==> src/rtl/burst_send_ctrl.sv <==
// burst_send_ctrl: queues burst requests and streams send_buff_size pixel
// writes per burst into the pixel FIFO under backpressure, writing all
// N_CTRL side-band control FIFOs atomically on the first or last pixel.
module burst_send_ctrl #(
    parameter int BUFF_SIZE     = 32,
    parameter int BUFF_SIZE_BIT = $clog2(BUFF_SIZE) + 1,
    parameter int N_CTRL        = 4,
    parameter int MAX_PENDING   = 4,
    parameter int PEND_BIT      = $clog2(MAX_PENDING + 1),
    parameter int CTRL_AT_LAST  = 0
) (
    input  logic                     clk,
    input  logic                     rst,
    input  logic                     up_next,
    input  logic [BUFF_SIZE_BIT-1:0] send_buff_size,
    input  logic                     send_px_full,
    input  logic [N_CTRL-1:0]        send_ctrl_full,
    output logic                     send_px_wr,
    output logic [N_CTRL-1:0]        send_ctrl_wr,
    output logic                     sending,
    output logic [BUFF_SIZE_BIT-1:0] px_send_count,
    output logic                     send_done,
    output logic [PEND_BIT-1:0]      pending,
    output logic                     req_drop
);

    localparam logic [BUFF_SIZE_BIT-1:0] SIZE_LIM = BUFF_SIZE_BIT'(BUFF_SIZE);
    localparam logic [PEND_BIT-1:0]      PEND_MAX = PEND_BIT'(MAX_PENDING);

    typedef enum logic {
        IDLE = 1'b0,
        SEND = 1'b1
    } state_t;

    state_t                    state_q;
    logic [BUFF_SIZE_BIT-1:0]  count_q;
    logic [BUFF_SIZE_BIT-1:0]  size_q;
    logic [PEND_BIT-1:0]       pending_q;

    logic [PEND_BIT-1:0]       pending_d;
    logic [BUFF_SIZE_BIT-1:0]  size_clamped;
    logic [BUFF_SIZE_BIT-1:0]  last_idx;
    logic                      in_send;
    logic                      ctrl_beat;
    logic                      beat;
    logic                      last_beat;
    logic                      empty_burst;
    logic                      done;
    logic                      drop;
    logic                      accept;

    // Beat qualification, completion and request-queue bookkeeping
    always_comb begin
        size_clamped = (send_buff_size > SIZE_LIM) ? SIZE_LIM : send_buff_size;
        last_idx     = size_q - BUFF_SIZE_BIT'(1);
        in_send      = (state_q == SEND);
        ctrl_beat    = (CTRL_AT_LAST != 0) ? (count_q == last_idx) : (count_q == '0);
        // A blocked control channel stalls the ctrl beat's pixel too.
        beat         = in_send & ~send_px_full & (~ctrl_beat | ~|send_ctrl_full);
        last_beat    = beat & (count_q == last_idx);
        empty_burst  = (state_q == IDLE) & (pending_q != '0) & (send_buff_size == '0);
        done         = last_beat | empty_burst;
        drop         = up_next & (pending_q == PEND_MAX) & ~done;
        accept       = up_next & ~drop;
        pending_d    = pending_q;
        if (accept && !done) begin
            pending_d = pending_q + PEND_BIT'(1);
        end else if (!accept && done) begin
            pending_d = pending_q - PEND_BIT'(1);
        end
    end

    // Burst FSM with pixel index, sampled burst length and request queue depth
    always_ff @(posedge clk or posedge rst) begin
        if (rst) begin
            state_q   <= IDLE;
            count_q   <= '0;
            size_q    <= '0;
            pending_q <= '0;
        end else begin
            pending_q <= pending_d;
            case (state_q)
                IDLE: begin
                    if (pending_q != '0 && send_buff_size != '0) begin
                        size_q  <= size_clamped;
                        count_q <= '0;
                        state_q <= SEND;
                    end
                end
                SEND: begin
                    if (last_beat) begin
                        count_q <= '0;
                        // Chain straight into the next queued burst when possible.
                        if (pending_d != '0 && send_buff_size != '0) begin
                            size_q  <= size_clamped;
                            state_q <= SEND;
                        end else begin
                            state_q <= IDLE;
                        end
                    end else if (beat) begin
                        count_q <= count_q + BUFF_SIZE_BIT'(1);
                    end
                end
                default: begin
                    state_q <= IDLE;
                    count_q <= '0;
                end
            endcase
        end
    end

    // Output mapping
    always_comb begin
        send_px_wr    = beat;
        send_ctrl_wr  = {N_CTRL{beat & ctrl_beat}};
        sending       = in_send;
        px_send_count = count_q;
        send_done     = done;
        pending       = pending_q;
        req_drop      = drop;
    end

endmodule
==> config.mk <==
export PLATFORM = sky130hd
export DESIGN_NAME = burst_send_ctrl
export DESIGN_NICKNAME = d
export VERILOG_FILES = /design/src/rtl/burst_send_ctrl.sv
export SDC_FILE = /design/constraint.sdc
export NUM_CORES = 1
export LEC_CHECK = 0
export CAP_MARGIN = 20
export CORE_UTILIZATION = 35
export DETAILED_ROUTE_END_ITERATION = 6
export PLACE_DENSITY = 0.61
export SYNTH_ARGS = -nofsm -noshare
export SYNTH_HDL_FRONTEND = slang
export SYNTH_SLANG_ARGS = --single-unit
==> constraint.sdc <==
create_clock -name clk -period 4 [get_ports clk]
set_clock_uncertainty 0.2 [all_clocks]
set_input_delay 1.2 -clock clk [delete_from_list [all_inputs] [get_ports clk]]
set_output_delay 1.2 -clock clk [all_outputs]
set_load 0.02 [all_outputs]
Yosys cells after proc, flatten, opt, wreduce, memory -nomap -nowiden. Cells that the tools add are included. Widths: inputs -> output; s select.

Order comparisons: 1. Reductions and logical operators: 15. Mux-type cells: 15. Equality and inequality tests: 6. Bitwise gates (word level): 16. Add/sub/neg operators: 4.

Operator list (number): $mux 6 (7); $pmux 6 s2 (2); $logic_not 6->1 (2); $and 1x1->1 (9); $add 6x1->6 const B (1); $eq 6x6->1 (1); $gt 6x6->1 const B (1); $mux 3 (2); $ne 2x1->1 const B (3); $reduce_bool 3->1 (2); $reduce_bool 6->1 (1); $sub 6x1->6 const B (1); $not 1->1 (5); $logic_and 1x1->1 (4); $reduce_or 4->1 (1); $add 3x1->3 const B (1); $eq 3x3->1 const B (1); $logic_not 1->1 (3); $mux 1 (3); $ne 3x1->1 const B (1); $reduce_and 3->1 (1); $sub 3x1->3 const B (1); $or 1x1->1 (2); $pmux 1 s2 (1); $reduce_and 2->1 (1).

Output and inout port bits: 17. Bits in registers: 16. Word-level logic and storage cells: 61. Input port bits: 14.

Logic depth before layout (Yosys ltp). Gate-level depths: netlist (run 1).

Depth after elaboration: 19. Depth in mapped cells: 14. Mapped depth without buffers: 13.

Worst setup path before layout (run 1). Ideal clock, no wire load.

Path type: input-to-output. Start: in send_ctrl_full[1]. End: out send_ctrl_wr[1]. Arrival time: 2513 ps. Stages on the path: 4. Required time: 2600 ps. Buffers on the path: 1. Path slack: 87 ps. Path through: nor4_1 > o31ai_2 > nor3_1 > buf_4.

Cells in the longest elaborated chain, start to end: 5.

RTL lines: start, declared (RTL line 17) `input logic [N_CTRL-1:0] send_ctrl_full,`; $reduce_or 4->1 (RTL line 59) `beat = in_send & ~send_px_full & (~ctrl_beat | ~|send_ctrl_full);`; $logic_not 1->1 (RTL line 59); $or 1x1->1 (RTL line 59); $and 1x1->1 (RTL line 59); $and 1x1->1 (RTL line 115) `send_ctrl_wr = {N_CTRL{beat & ctrl_beat}};`; end, declared (RTL line 19) `output logic [N_CTRL-1:0] send_ctrl_wr,`.

No other way between the ends.

Final worst setup path (run 1).
Start: in send_buff_size[4]. End: out req_drop.

Cells in the longest elaborated chain, start to end: 5.

RTL lines: start, declared (RTL line 15) `input logic [BUFF_SIZE_BIT-1:0] send_buff_size,`; $logic_not 6->1 (RTL line 61) `empty_burst = (state_q == IDLE) & (pending_q != '0) & (send_buff_size == '0);`; $and 1x1->1 (RTL line 61); $or 1x1->1 (RTL line 62) `done = last_beat | empty_burst;`; $not 1->1 (RTL line 63) `drop = up_next & (pending_q == PEND_MAX) & ~done;`; $and 1x1->1 (RTL line 63); end, declared (RTL line 24) `output logic req_drop`.

No other way between the ends.

==> flow_summary.yaml, run 1 <==
cts:
  clk_pin_slew_ns: 0.06
  cts_made_buffers: 3
  clk_path_buf_depth: 2
  cts_tree: "yes"
  ctsRootBufferMaster: "clkbuf_8"
  insertion_delay_ns: 0.25
  htreeDepth: 1
  clkSinkCount: 16
drt:
  viasPerCell: 5.37
  drc: 0
  drt-pass1-iter-count: 4
  vias: 1354
  ant_nets: 0
  drt_iter0_drc: 49
  wl_per_cell_um: 14.3
  drt-total-wl_mm: 3.61
floorplanning:
  dieHeight_um: 63.2
  die_w_um: 63.2
  start_util_pct: 37.8
  rows: 21
  die-area_mm2: 0.00400
  core_area_mm2: 0.00347
  io_pins: 31
layout:
  nFillCells: 352
  finalNetCount: 227
  area_growth_pct: 43.0
  stdcell_area_mm2: 0.00188
  drive_gt1_share_pct: 23.8
  seqCellArea_um2: 400
  multi_input_area_um2: 842
  num_antenna_cells: 0
min_path:
  hold_depth: 3
  hp-class: "reg2reg"
  min_from: "px_send_count[0]$_DFFE_PP0P_"
  min_delay_worst_endpoint: "px_send_count[0]$_DFFE_PP0P_"
worst_setup_path:
  crit_fanout: 3
  crit_arrival_ns: 2.53
  crit_family: "simple AND/OR/NAND/NOR gates"
  startpoint_type: "primary input"
  criticalPathCategory: "in2out"
  crit_buf_inv: 2
  r2r-start: "px_send_count[0]$_DFFE_PP0P_"
  critPathSlowestCell: "or4_4"
  timing.rr.end: "size_q[5]$_DFFE_PP0P_"
  cp_data_required_time_ns: 2.60
  r2r_cells: 14
  endpoint_kind: "output port"
  max_stage_delay_ns: 0.54
  ff2ff_setup_slack_ns: 0.47
  crit_chain: "dlygate4sd2_1, or4_4, nor3_4, nand2_2, nand2_4, nor3_2, buf_4"
synth:
  synth.top_cells.by_count: "dfrtp_1 (16), inv_1 (15), nand2_1 (12)"
  synthTopCellsByArea: "dfrtp_1 (31%), ha_1 (5.7%), xor2_1 (5.3%)"
  synth-edff-count: 0
  synth.distinct_cells: 44
  seq_area_frac_synth_pct: 30.5
  synth.avg_cell_area_um2: 8.51
  syn_nets: 174
  postSynthCellCount: 154
  netlist_area_mm2: 0.00131
  yosys.area.top_type: "dfrtp_1"
  synth_top_area_share_pct: 30.5
  synth-seq-cells: 16
  yosysMostFrequentCell: "dfrtp_1"
  synthArstFlopShare_pct: 100
  ys_warn_count: 0
  ys.flop_type: "dfrtp_1"
global_routing:
  track_usage_pct: 19.5
  overflow: 0
  grt_pass1_wl_mm: 6.12
  grt_max_degree: 17
  antenna_found_initial: 0
  grt_pass1_vias: 1345
timing:
  fmax_mhz: 255
  rsz0062_at_grt: "false"
  setup_viol: 0
  slew_violations: 0
  fin_ws_ns: 0.0724
  hold_violations: 0
  period_needed_ns: 3.93
  fin_crit_sh_pct: 98.2
  maxSlewHeadroom_pct: 55.6
  worst_pin_slew_ns: 0.665
pwr:
  p_per_area_mw_per_mm2: 595
  ir_worst_vdd_mv: 0.451
  p_leak_uw: 0.000895
place:
  port_buffers: 30
  dpl.hpwl_mm: 2.82
  placed_cell_area_mm2: 0.00180
  post-place-ws_ns: -0.673
  place_congestion: 0.772
outcome:
  outcome: "finished clean"
job:
  max_cap_violations: 0
[sequential cells by signal, indices dropped and copies added (netlist names)]
name,cells
pending,3
size_q,6
px_send_count,6
sending,1
[cell type report]
| class | instances | area share [%] |
|---|---|---|
| sequential | 16 | 21.3 |
| tap | 46 | 3.07 |
| clock buffer | 4 | 2.94 |
| multi-input combinational | 113 | 44.9 |
| timing repair buffer | 55 | 24.1 |
| inverter | 18 | 3.60 |
[per-layer routing]
metal	wire, um	share of wire [%]	GRT usage (%)	vias up
met5	0	0	0	-
met4	34	0.94	5.11	0
met3	155	4.3	4.35	4
met2	1930	53	36.6	42
met1	1490	41	21.9	654
li1	-	-	-	654
[worst max path at each step]
stage / cells after the start / slack [ns] / start / to
after floorplan: 4 / 0.09 / send_ctrl_full[1] / send_ctrl_wr[1]
after detailed placement: 6 / -0.67 / send_buff_size[3] / send_done
after global routing: 7 / 0.01 / send_buff_size[4] / req_drop
after global placement: 6 / -0.68 / send_buff_size[3] / send_done
final: 7 / 0.07 / send_buff_size[4] / req_drop
after CTS: 7 / 0.0002 / send_buff_size[4] / req_drop
[what timing repair did]
| item | 4_1_cts | 5_1_grt |
|---|---|---|
| hold buffers | 0 | 0 |
| pin swaps | 6 | 4 |
| endpoints found under the setup margin | 14 | 7 |
| resized for setup | 32 | 6 |
| buffers inserted | 2 | 1 |
[where the power goes]
group | internal, uW | total [uW] | switching [uW] | leakage [uW]
Sequential | 211 | 262 | 51.0 | 0.000201
Clock | 87.4 | 146 | 59.0 | 0.0000288
Combinational | 331 | 708 | 377 | 0.000666
Total | 630 | 1120 | 487 | 0.000895
[cell usage in the layout (no fill, tap or decap), drive strengths merged, types with 2 or more instances in the layout]
cell type / netlist / final
a22oi: 5 / 5
mux2i: 2 / 2
ha: 6 / 6
nand3b: 4 / 4
or3: 2 / 2
nand4: 8 / 8
nand2b: 3 / 3
o31a: 2 / 2
dlygate4sd2: 0 / 10
clkdlybuf4s50: 0 / 14
and3: 2 / 2
nor2: 10 / 10
o211ai: 6 / 6
nand3: 5 / 5
o31ai: 2 / 2
dfrtp: 16 / 16
a221o: 2 / 2
nand2: 13 / 13
buf: 4 / 27
nor3: 6 / 6
inv: 18 / 18
a21oi: 3 / 3
o21ai: 4 / 4
and2: 5 / 5
or4b: 2 / 2
clkbuf: 3 / 7
xor2: 8 / 8
nor2b: 2 / 2
[cell families (layout without fill, tap and decap cells)]
family	count (synthesis)	after routing	share of synthesized area [%]
mux	2	2	2.48
fa+ha+maj	6	6	5.73
flops	16	16	30.5
xor+xnor	8	8	5.34
simple gates	66	66	28.9
buf+inv	25	77	8.11
compound gates	31	31	18.9
[tightest hold or removal path: cells and delay by family, from the launching register on]
family	cells	cell delay (ns)
buffers and inverters	1	0.06
AND/OR/NAND/NOR	1	0.06
AO/OA/AOI/OAI	1	0.07
flip-flops	1	0.34
[per-stage QoR]
step,TNS [ns],hold WS (ns),cells,total power (uW),utilization [%]
5_1_grt,0,0.429,252,1200,54.1
3_3_place_gp,-5.40,0.356,245,948,51.8
4_1_cts,0,0.382,251,1120,54.0
6_report,0,0.386,252,1120,54.1
2_1_floorplan,0,0.330,154,656,-
3_5_place_dp,-5.32,0.366,245,975,51.8
Note: power is estimated with default switching activity, not from simulation.
==> run 2: changes to the inputs <==
- REMOVE_ABC_BUFFERS: not set -> 1
==> run 2 against run 1 <==
Against the previous run:
- count of clock-buffer cells in the layout unchanged
- sequential cell count unchanged
- via count increased by 1.0%
- first-iteration DRC count increased by 71%
- register-to-register slack got worse by 0.03 ns
- critical endpoint unchanged
==> flow_summary.yaml, run 2 (same netlist as run 1, synthesis figures left out) <==
timing:
  rsz0062_at_grt: "false"
  fin_crit_sh_pct: 98.9
  worst_pin_slew_ns: 0.654
  fmax_mhz: 253
  maxSlewHeadroom_pct: 56.4
  slew_violations: 0
  setup_viol: 0
  fin_ws_ns: 0.0452
  period_needed_ns: 3.95
  hold-worst-slack_ns: 0.390
  hold_violations: 0
drt:
  vias: 1368
  ant_nets: 0
  drt_iter0_drc: 84
  drt-pass1-iter-count: 4
  viasPerCell: 5.26
  drt-total-wl_mm: 3.72
  wl_per_cell_um: 14.3
  drc: 0
worst_setup_path:
  startpoint_type: "primary input"
  r2r-start: "px_send_count[0]$_DFFE_PP0P_"
  cp_data_required_time_ns: 2.60
  endpoint_kind: "output port"
  ff2ff_setup_slack_ns: 0.44
  crit_arrival_ns: 2.55
  timing.rr.end: "size_q[5]$_DFFE_PP0P_"
  crit_fanout: 3
  r2r_cells: 16
  criticalPathCategory: "in2out"
layout:
  area_growth_pct: 47.5
  drive_gt1_share_pct: 26.6
  stdcell_area_mm2: 0.00193
  final_common_cell: "buf_4"
  final_cell_mix: "buf_4 (34), dfrtp_1 (16), inv_1 (15)"
  num_antenna_cells: 0
  finalNetCount: 235
pwr:
  clkPwrFrac_pct: 13.1
  p_leak_uw: 0.000932
  power_switching_uw: 491
  comb_power_share_pct: 63.9
  swShare_pct: 43.5
  pwr-share-seq_pct: 23.0
  p_per_area_mw_per_mm2: 584
  ir_worst_vdd_mv: 0.391
  p_int_uw: 638
floorplanning:
  die_w_um: 63.2
  dieHeight_um: 63.2
  die-area_mm2: 0.00400
  io_pins: 31
  core_area_mm2: 0.00347
  rows: 21
  start_util_pct: 37.8
cts:
  cts-hold-fix-buffers: 0
  clk_pin_slew_ns: 0.06
  clk_path_buf_depth: 2
  insertion_delay_ns: 0.25
  cts_made_buffers: 3
  htreeDepth: 1
  clkSinkCount: 16
  cts_tree: "yes"
  ctsRootBufferMaster: "clkbuf_8"
min_path:
  min_delay_worst_endpoint: "px_send_count[1]$_DFFE_PP0P_"
  hp-class: "reg2reg"
  hold_depth: 2
  min_from: "px_send_count[1]$_DFFE_PP0P_"
global_routing:
  antenna_found_initial: 0
  track_usage_pct: 18.9
  overflow: 0
  grt_pass1_vias: 1329
  grt_max_degree: 17
  grt_pass1_wl_mm: 5.94
place:
  dpl.hpwl_mm: 2.86
  placed_cell_area_mm2: 0.00183
  post-place-ws_ns: -0.694
  port_buffers: 30
  place_congestion: 0.797
outcome:
  outcome: "finished clean"
job:
  max_cap_violations: 0
-- run 2: cell count changes in the layout (fill, tap and decap cells not counted) --
cell,before,now
dlygate4sd2_1,10,11
buf_4,26,34
clkbuf_2,3,2
clkdlybuf4s15_1,1,0
buf_2,1,2
-- run 2: critical path, cell delays in order --
cell           delay [ns]
dlygate4sd2_1        0.25
or4_4                0.55
nor3_4               0.16
nand2_2              0.11
nand2_4              0.10
nor3_2               0.04
buf_4                0.15
-- run 2: worst max path at each step --
stage                                 start              end  depth (start not counted)
after floorplan           send_ctrl_full[1]  send_ctrl_wr[0]                          3
after global placement    send_buff_size[3]        send_done                          6
after detailed placement  send_buff_size[3]        send_done                          6
after CTS                 send_ctrl_full[0]         req_drop                          9
after global routing      send_buff_size[4]         req_drop                          7
final                     send_buff_size[4]         req_drop                          7
-- run 2: per-layer routing --
layer | up-vias | routed length, um | track usage (%)
li1 | 674 | - | -
met1 | 649 | 1660 | 23.4
met2 | 34 | 1830 | 32.1
met3 | 11 | 120 | 2.36
met4 | 0 | 110 | 9.38
met5 | - | 0 | 0
-- run 2: power by group through the flow --
| stage | clock network (uW) | logic [uW] | registers (uW) |
|---|---|---|---|
| 2_1_floorplan | 0 | 309 | 331 |
| 3_3_place_gp | 0 | 692 | 260 |
| 3_5_place_dp | 0 | 705 | 262 |
| 4_1_cts | 148 | 713 | 260 |
| 5_1_grt | 156 | 781 | 267 |
| 6_report | 148 | 722 | 260 |
-- run 2: through the flow --
stage	power, uW	setup TNS [ns]	utilization (%)	std cells
2_1_floorplan	641	-3.48	-	147
3_3_place_gp	952	-5.18	52.6	249
3_5_place_dp	967	-6.01	52.6	249
4_1_cts	1120	0	55.4	258
5_1_grt	1200	0	55.8	260
6_report	1130	0	55.8	260
-- run 2: repair_timing --
item	in CTS	in global routing
endpoints found under the setup margin	14	6
buffers inserted	5	2
resized for setup	34	3
pin swaps	7	4
-- run 2: cell type report --
| type | instances | area, um^2 |
|---|---|---|
| timing repair buffer | 63 | 512 |
| inverter | 18 | 67.6 |
| tap | 46 | 57.6 |
| sequential | 16 | 400 |
| fill | 337 | 1530 |
| multi-input combinational | 113 | 842 |
| clock buffer | 4 | 55.1 |
